===== src/rtl/ir_seg_pkg.sv =====
// Shared constants, FSM encoding and helper functions for the IR-receiver
// seven-segment display path.
package ir_seg_pkg;

    localparam int NUM_DIGITS = 6;
    localparam int BCD_W      = 24;
    localparam int DATA_W     = 20;
    localparam int BIT_CNT_W  = 5;

    typedef enum logic [3:0] {
        ST_IDLE  = 4'b0001,
        ST_LOAD  = 4'b0010,
        ST_SHIFT = 4'b0100,
        ST_DONE  = 4'b1000
    } conv_state_e;

    // Active-low segment patterns, {g,f,e,d,c,b,a}
    localparam logic [6:0] SEG_0     = 7'h40;
    localparam logic [6:0] SEG_1     = 7'h79;
    localparam logic [6:0] SEG_2     = 7'h24;
    localparam logic [6:0] SEG_3     = 7'h30;
    localparam logic [6:0] SEG_4     = 7'h19;
    localparam logic [6:0] SEG_5     = 7'h12;
    localparam logic [6:0] SEG_6     = 7'h02;
    localparam logic [6:0] SEG_7     = 7'h78;
    localparam logic [6:0] SEG_8     = 7'h00;
    localparam logic [6:0] SEG_9     = 7'h10;
    localparam logic [6:0] SEG_BLANK = 7'h7F;

    function automatic logic [6:0] seg_code(input logic [3:0] nib);
        logic [6:0] code;
        case (nib)
            4'd0:    code = SEG_0;
            4'd1:    code = SEG_1;
            4'd2:    code = SEG_2;
            4'd3:    code = SEG_3;
            4'd4:    code = SEG_4;
            4'd5:    code = SEG_5;
            4'd6:    code = SEG_6;
            4'd7:    code = SEG_7;
            4'd8:    code = SEG_8;
            4'd9:    code = SEG_9;
            default: code = SEG_BLANK;
        endcase
        return code;
    endfunction

    // Shift-add-3 correction step: every nibble >= 5 gets +3 before the shift
    function automatic logic [BCD_W-1:0] bcd_adjust(input logic [BCD_W-1:0] bcd);
        logic [BCD_W-1:0] res;
        logic [3:0]       nib;
        res = bcd;
        for (int i = 0; i < NUM_DIGITS; i++) begin
            nib = bcd[i*4 +: 4];
            if (nib >= 4'd5) begin
                res[i*4 +: 4] = nib + 4'd3;
            end else begin
                res[i*4 +: 4] = nib;
            end
        end
        return res;
    endfunction

endpackage


===== src/rtl/ir_seg_bin2bcd_seq.sv =====
// Sequential binary-to-BCD converter (shift-add-3, one bit per cycle) with
// saturation of out-of-range inputs.
module bin2bcd_seq
    import ir_seg_pkg::*;
#(
    parameter logic [DATA_W-1:0] NUM_MAX = 20'd999_999
) (
    input  logic              clk,
    input  logic              rst_n,
    input  logic              start,
    input  logic [DATA_W-1:0] din,
    output logic              load,
    output logic              busy,
    output logic              done,
    output logic [BCD_W-1:0]  bcd_out
);

    conv_state_e           state_q, state_d;
    logic [DATA_W-1:0]     bin_q, bin_d;
    logic [BCD_W-1:0]      bcd_q, bcd_d;
    logic [BIT_CNT_W-1:0]  bit_cnt_q, bit_cnt_d;

    // State and datapath registers
    always_ff @(posedge clk or negedge rst_n) begin
        if (!rst_n) begin
            state_q   <= ST_IDLE;
            bin_q     <= {DATA_W{1'b0}};
            bcd_q     <= {BCD_W{1'b0}};
            bit_cnt_q <= {BIT_CNT_W{1'b0}};
        end else begin
            state_q   <= state_d;
            bin_q     <= bin_d;
            bcd_q     <= bcd_d;
            bit_cnt_q <= bit_cnt_d;
        end
    end

    // Next-state logic
    always_comb begin
        state_d = state_q;
        case (state_q)
            ST_IDLE: begin
                if (start) begin
                    state_d = ST_LOAD;
                end else begin
                    state_d = ST_IDLE;
                end
            end
            ST_LOAD:  state_d = ST_SHIFT;
            ST_SHIFT: begin
                if (bit_cnt_q == 5'd19) begin
                    state_d = ST_DONE;
                end else begin
                    state_d = ST_SHIFT;
                end
            end
            ST_DONE:  state_d = ST_IDLE;
            default:  state_d = ST_IDLE;
        endcase
    end

    // Load/saturate the source, then adjust-and-shift MSB first
    always_comb begin
        bin_d     = bin_q;
        bcd_d     = bcd_q;
        bit_cnt_d = bit_cnt_q;
        case (state_q)
            ST_LOAD: begin
                if (din > NUM_MAX) begin
                    bin_d = NUM_MAX;
                end else begin
                    bin_d = din;
                end
                bcd_d     = {BCD_W{1'b0}};
                bit_cnt_d = {BIT_CNT_W{1'b0}};
            end
            ST_SHIFT: begin
                {bcd_d, bin_d} = {bcd_adjust(bcd_q), bin_q} << 1;
                bit_cnt_d      = bit_cnt_q + 5'd1;
            end
            default: begin
                bin_d     = bin_q;
                bcd_d     = bcd_q;
                bit_cnt_d = bit_cnt_q;
            end
        endcase
    end

    // Handshake outputs decoded from the one-hot state
    always_comb begin
        load = 1'b0;
        busy = 1'b1;
        done = 1'b0;
        case (state_q)
            ST_IDLE:  busy = 1'b0;
            ST_LOAD:  load = 1'b1;
            ST_SHIFT: busy = 1'b1;
            ST_DONE:  done = 1'b1;
            default:  busy = 1'b1;
        endcase
    end

    assign bcd_out = bcd_q;

endmodule


===== src/rtl/ir_seg_display.sv =====
// Six-digit multiplexed 7-segment driver for the IR receiver data word.
// Optional macro SEG_ZERO_BLANK_EN blanks leading-zero digits (digit 0 always lit).
module ir_seg_display
    import ir_seg_pkg::*;
#(
    parameter int unsigned CNT_DIGIT_MAX = 49_999,
    parameter int unsigned NUM_MAX       = 999_999
) (
    input  logic              sys_clk,
    input  logic              sys_rst_n,
    input  logic [DATA_W-1:0] data,
    input  logic [5:0]        point,
    input  logic              seg_en,
    output logic [5:0]        sel,
    output logic [7:0]        seg
);

    localparam int CNT_W = (CNT_DIGIT_MAX > 0) ? $clog2(CNT_DIGIT_MAX + 1) : 1;
    localparam logic [CNT_W-1:0]  CNT_MAX_C = CNT_W'(CNT_DIGIT_MAX);
    localparam logic [DATA_W-1:0] NUM_MAX_C = DATA_W'(NUM_MAX);
`ifdef SEG_ZERO_BLANK_EN
    localparam logic [5:0] BLANK_RST = 6'b111110;
`else
    localparam logic [5:0] BLANK_RST = 6'b000000;
`endif

    logic [DATA_W-1:0] data_reg_q, data_reg_d;
    logic [BCD_W-1:0]  bcd_disp_q, bcd_disp_d;
    logic [5:0]        blank_q, blank_d;
    logic [CNT_W-1:0]  cnt_digit_q, cnt_digit_d;
    logic [2:0]        digit_idx_q, digit_idx_d;
    logic [5:0]        sel_q, sel_d;
    logic [7:0]        seg_q, seg_d;

    logic              conv_start_s;
    logic              conv_load_s;
    logic              conv_busy_s;
    logic              conv_done_s;
    logic [BCD_W-1:0]  conv_bcd_s;
    logic [3:0]        nib_s;

    // Only start a new conversion from idle; a mid-flight change is caught afterwards
    assign conv_start_s = (data != data_reg_q) && !conv_busy_s;

    bin2bcd_seq #(
        .NUM_MAX (NUM_MAX_C)
    ) u_bin2bcd (
        .clk     (sys_clk),
        .rst_n   (sys_rst_n),
        .start   (conv_start_s),
        .din     (data),
        .load    (conv_load_s),
        .busy    (conv_busy_s),
        .done    (conv_done_s),
        .bcd_out (conv_bcd_s)
    );

    // Capture, display value, scan counters and output registers
    always_ff @(posedge sys_clk or negedge sys_rst_n) begin
        if (!sys_rst_n) begin
            data_reg_q  <= {DATA_W{1'b0}};
            bcd_disp_q  <= {BCD_W{1'b0}};
            blank_q     <= BLANK_RST;
            cnt_digit_q <= {CNT_W{1'b0}};
            digit_idx_q <= 3'd0;
            sel_q       <= 6'b000001;
            seg_q       <= 8'hC0;
        end else begin
            data_reg_q  <= data_reg_d;
            bcd_disp_q  <= bcd_disp_d;
            blank_q     <= blank_d;
            cnt_digit_q <= cnt_digit_d;
            digit_idx_q <= digit_idx_d;
            sel_q       <= sel_d;
            seg_q       <= seg_d;
        end
    end

    // Accept the new value and publish complete conversions only
    always_comb begin
        data_reg_d = data_reg_q;
        bcd_disp_d = bcd_disp_q;
        blank_d    = blank_q;
        if (conv_load_s) begin
            data_reg_d = data;
        end else begin
            data_reg_d = data_reg_q;
        end
        if (conv_done_s) begin
            bcd_disp_d = conv_bcd_s;
`ifdef SEG_ZERO_BLANK_EN
            blank_d    = lead_zero_mask(conv_bcd_s);
`else
            blank_d    = 6'b000000;
`endif
        end else begin
            bcd_disp_d = bcd_disp_q;
            blank_d    = blank_q;
        end
    end

`ifdef SEG_ZERO_BLANK_EN
    // A digit is blank while it and every more significant digit are zero
    function automatic logic [5:0] lead_zero_mask(input logic [BCD_W-1:0] bcd);
        logic [5:0] mask;
        logic       lead;
        mask = 6'b000000;
        lead = 1'b1;
        for (int i = NUM_DIGITS - 1; i >= 1; i--) begin
            lead    = lead & (bcd[i*4 +: 4] == 4'd0);
            mask[i] = lead;
        end
        return mask;
    endfunction
`endif

    // Digit scan timing
    always_comb begin
        cnt_digit_d = cnt_digit_q;
        digit_idx_d = digit_idx_q;
        if (cnt_digit_q == CNT_MAX_C) begin
            cnt_digit_d = {CNT_W{1'b0}};
            if (digit_idx_q == 3'd5) begin
                digit_idx_d = 3'd0;
            end else begin
                digit_idx_d = digit_idx_q + 3'd1;
            end
        end else begin
            cnt_digit_d = cnt_digit_q + {{(CNT_W-1){1'b0}}, 1'b1};
            digit_idx_d = digit_idx_q;
        end
    end

    // Segment/select decode for the current digit
    always_comb begin
        nib_s = bcd_disp_q[{digit_idx_q, 2'b00} +: 4];
        sel_d = 6'b000000;
        seg_d = 8'hFF;
        if (seg_en) begin
            sel_d = 6'b000001 << digit_idx_q;
            if (blank_q[digit_idx_q]) begin
                seg_d = {~point[digit_idx_q], SEG_BLANK};
            end else begin
                seg_d = {~point[digit_idx_q], seg_code(nib_s)};
            end
        end else begin
            sel_d = 6'b000000;
            seg_d = 8'hFF;
        end
    end

    assign sel = sel_q;
    assign seg = seg_q;

endmodule

===== config.mk =====
export PLATFORM = sky130hd
export DESIGN_NAME = ir_seg_display
export DESIGN_NICKNAME = d
export VERILOG_FILES = /design/src/rtl/ir_seg_pkg.sv /design/src/rtl/ir_seg_bin2bcd_seq.sv /design/src/rtl/ir_seg_display.sv
export SDC_FILE = /design/constraint.sdc
export NUM_CORES = 1
export LEC_CHECK = 0
export ABC_CLOCK_PERIOD_IN_PS = 1800
export CELL_PAD_IN_SITES_DETAIL_PLACEMENT = 0
export CELL_PAD_IN_SITES_GLOBAL_PLACEMENT = 1
export CORE_MARGIN = 2
export CORE_UTILIZATION = 42
export DETAILED_ROUTE_END_ITERATION = 8
export PLACE_DENSITY_LB_ADDON = 0.12
export SETUP_SLACK_MARGIN = 0.4
export SLEW_MARGIN = 20
export SYNTH_ARGS = -nofsm -noshare
export SYNTH_HDL_FRONTEND = slang
export SYNTH_SLANG_ARGS = --single-unit
export TNS_END_PERCENT = 30

===== constraint.sdc =====
create_clock -name sys_clk -period 1.8 [get_ports sys_clk]
set_input_delay 0.36 -clock sys_clk [delete_from_list [all_inputs] [get_ports sys_clk]]
set_output_delay 0.36 -clock sys_clk [all_outputs]
set_load 0.02 [all_outputs]

==> metrics <==
status=complete, but fails checks; failing checks=negative setup slack; final WL=15000 µm; diode count=0; setup_tns=-0.0885 ns; Async SR Flop Fraction=1.00; Congestion Overflow GR=0; crit path time final=1.83 ns; die footprint=15700 µm²; overall routing resource usage=0.197; dominant synthesized flop cell=dfrtp_1; Wirelength per Cell=16.7 µm; Row Count=44; Layout Area Growth over Synthesis=44.1%; FF/Latch Area=3260 µm²; worst setup margin=-0.0317 ns; Finished Core Util=0.617; CP Max Fanout=4; Post-synth EDFFs=0; cells after synthesis=578; worst path required time=2.09 ns; Worst Hold Class=in -> async; I/O Buffers=42; core area=14500 µm²; clk root buf=clkbuf_16; clk sinks=130; most frequent cells after synthesis=126 x dfrtp_1, 105 x nand2_1, 30 x o21ai_0, 26 x mux2_2, 24 x inv_1; worst vdd rail ir drop=0.790 mV; drt pass-1 iters=4; clock-pin transition on the worst setup and hold timing paths=0.05 ns; post-detail-place hpwl=9220 µm; CP arrival=2.12 ns; RSZ-0062 raised after global routing=true; Crit. End Element=flop; pin count of the biggest net entering global routing=76; initial core utilization=0.428; Antenna Nets Post-Route=0; Setup violations, final=5; # placed instances=826; vias per cell=5.28; fill cell count=1124; CP startpoint kind=flop; DRT iter0 DRCs=270; Max Cap Viol=0; Synth Cell Area=6200 µm²; Yosys top cell by area=dfrtp_1; number of buffers created by CTS=17; P per Cell Area=1250 nW/µm²; die width=125 µm; Die Span Y=125 µm; Synth cell types=55; DP Worst Slack=-0.414 ns; cell area after layout=8930 µm²; first-pass GRT wire length=24600 µm; worst slew pin tran=0.419 ns; DRC viols=0; footprint of the multi-input gates=3470 µm²; layout cells sized above 1=0.387; Area contributors post-synth=dfrtp_1 51%, nand2_1 6.4%, mux2_2 4.7%; Cell Count, Final, Fillers Out=899; Ys Warns=0; vias in the first global route=4875; clk_skew=0.00647 ns; sequential-to-total area share from yosys stat=0.526; Crit Path Category=reg -> reg; hold slack=0.282 ns; top cell type's share of synthesized area=0.509; Leak=4.04 nW; Worst Setup SP=digit_idx_q[0]; syn_area_per_cell=10.7 µm²; Slew headroom=0.720; DP Area=7280 µm²; H-tree depth=4; CTS tree=done; initial antenna violation count=0; Clock Latency Late Sink=0.42 ns; Final Total Pwr=11.1 mW; flops & latches, synth=130; vias=4747; syn_nets=627; RePlAce Congestion=0.772; RR Startpoint=digit_idx_q[0]; Tcrit/Tclk final=1.02; reg2reg path depth=8; Pins Over Slew Limit=0; IO Count=43; Hold Fails Final Rpt=0; count leader, synth=dfrtp_1; highest clock rate=0.546 GHz; final net count=751; clk buf depth=2
==> power by group <==
part	internal, mW	switching, mW	total [mW]
clock network	2.32	1.23	3.55
logic	1.72	1.75	3.47
registers	3.55	0.563	4.11
==> metal layers <==
metal / vias up / wire length (µm) / GRT usage / part of all wire
li1: 2270 / - / - / -
met1: 2354 / 6700 / 0.253 / 0.45
met2: 95 / 7410 / 0.314 / 0.49
met3: 28 / 657 / 0.0625 / 0.044
met4: 0 / 274 / 0.0739 / 0.018
met5: - / 0 / 0 / 0
==> worst paths after layout <==
kind                       slack, ns                endpoint
max reg2reg                    -0.03                  seg[5]
min                             0.28                  seg[5]
max                            -0.03                  seg[5]
max in group asynchronous       0.90    u_bin2bcd.state_q[0]
min in group sys_clk            0.38          data_reg_q[11]
min reg2reg                     0.49  u_bin2bcd.bit_cnt_q[4]
==> sequential cells by signal (all words and copies together), names as in the netlist <==
register and cells:
sel 6, bcd_disp_q 24, digit_idx_q 3, seg 8, u_bin2bcd.state_q 4, data_reg_q 20
u_bin2bcd.bcd_out 24, u_bin2bcd.bin_q 20, u_bin2bcd.bit_cnt_q 5, cnt_digit_q 16
==> worst max-delay path, cell delays in order (launching register included) <==
cell,delay (ns)
dfrtp_2,0.42
buf_12,0.13
mux2i_4,0.21
nor2_2,0.08
or3_4,0.41
buf_4,0.15
buf_4,0.13
nand2_1,0.08
a31oi_1,0.08
==> area by class of cell <==
cell class | count | area share
clock buffer | 27 | 0.0563
clock inverter | 5 | 0.0112
multi-input combinational | 404 | 0.388
tap | 184 | 0.0258
inverter | 24 | 0.0101
timing repair buffer | 125 | 0.143
sequential | 130 | 0.366
==> cells in the final DEF (no fill, tap or decap), types with 7 or more instances in the layout <==
master and instances:
buf_4 50, ha_1 16, clkdlybuf4s50_1 24, xor2_1 23
o21ai_1 11, dfrtp_1 121, nor2_2 7, o22ai_2 8
nand4_1 15, nand2_4 7, nand2_2 10, nand2b_1 11
inv_1 21, o21ai_0 13, nor2_1 12, nand2_1 88
buf_12 10, mux2_4 24, buf_2 11, xnor2_1 21
a22o_1 9, buf_6 18, a22oi_2 7, clkbuf_16 19
==> timing repair <==
action	CTS	global route
endpoints found under the hold margin	55	0
setup buffers	13	21
pin swaps	87	48
setup endpoints to repair	115	130
gates resized for setup	200	46
gates cloned	4	2
hold buffers	1	0
==> kinds of logic (layout without fill, tap and decap cells) <==
family,Yosys count,in the layout,share of synthesized area
and+or+nand+nor,203,204,0.161
AOI/OAI and AO/OA,94,94,0.102
adders and majority gates,20,20,0.0404
DFF,130,130,0.526
buffers and inverters,45,181,0.0339
xor gates and xnor gates,46,46,0.0650
muxes,40,40,0.0720
No activity file was read; power rests on OpenSTA's default activity.
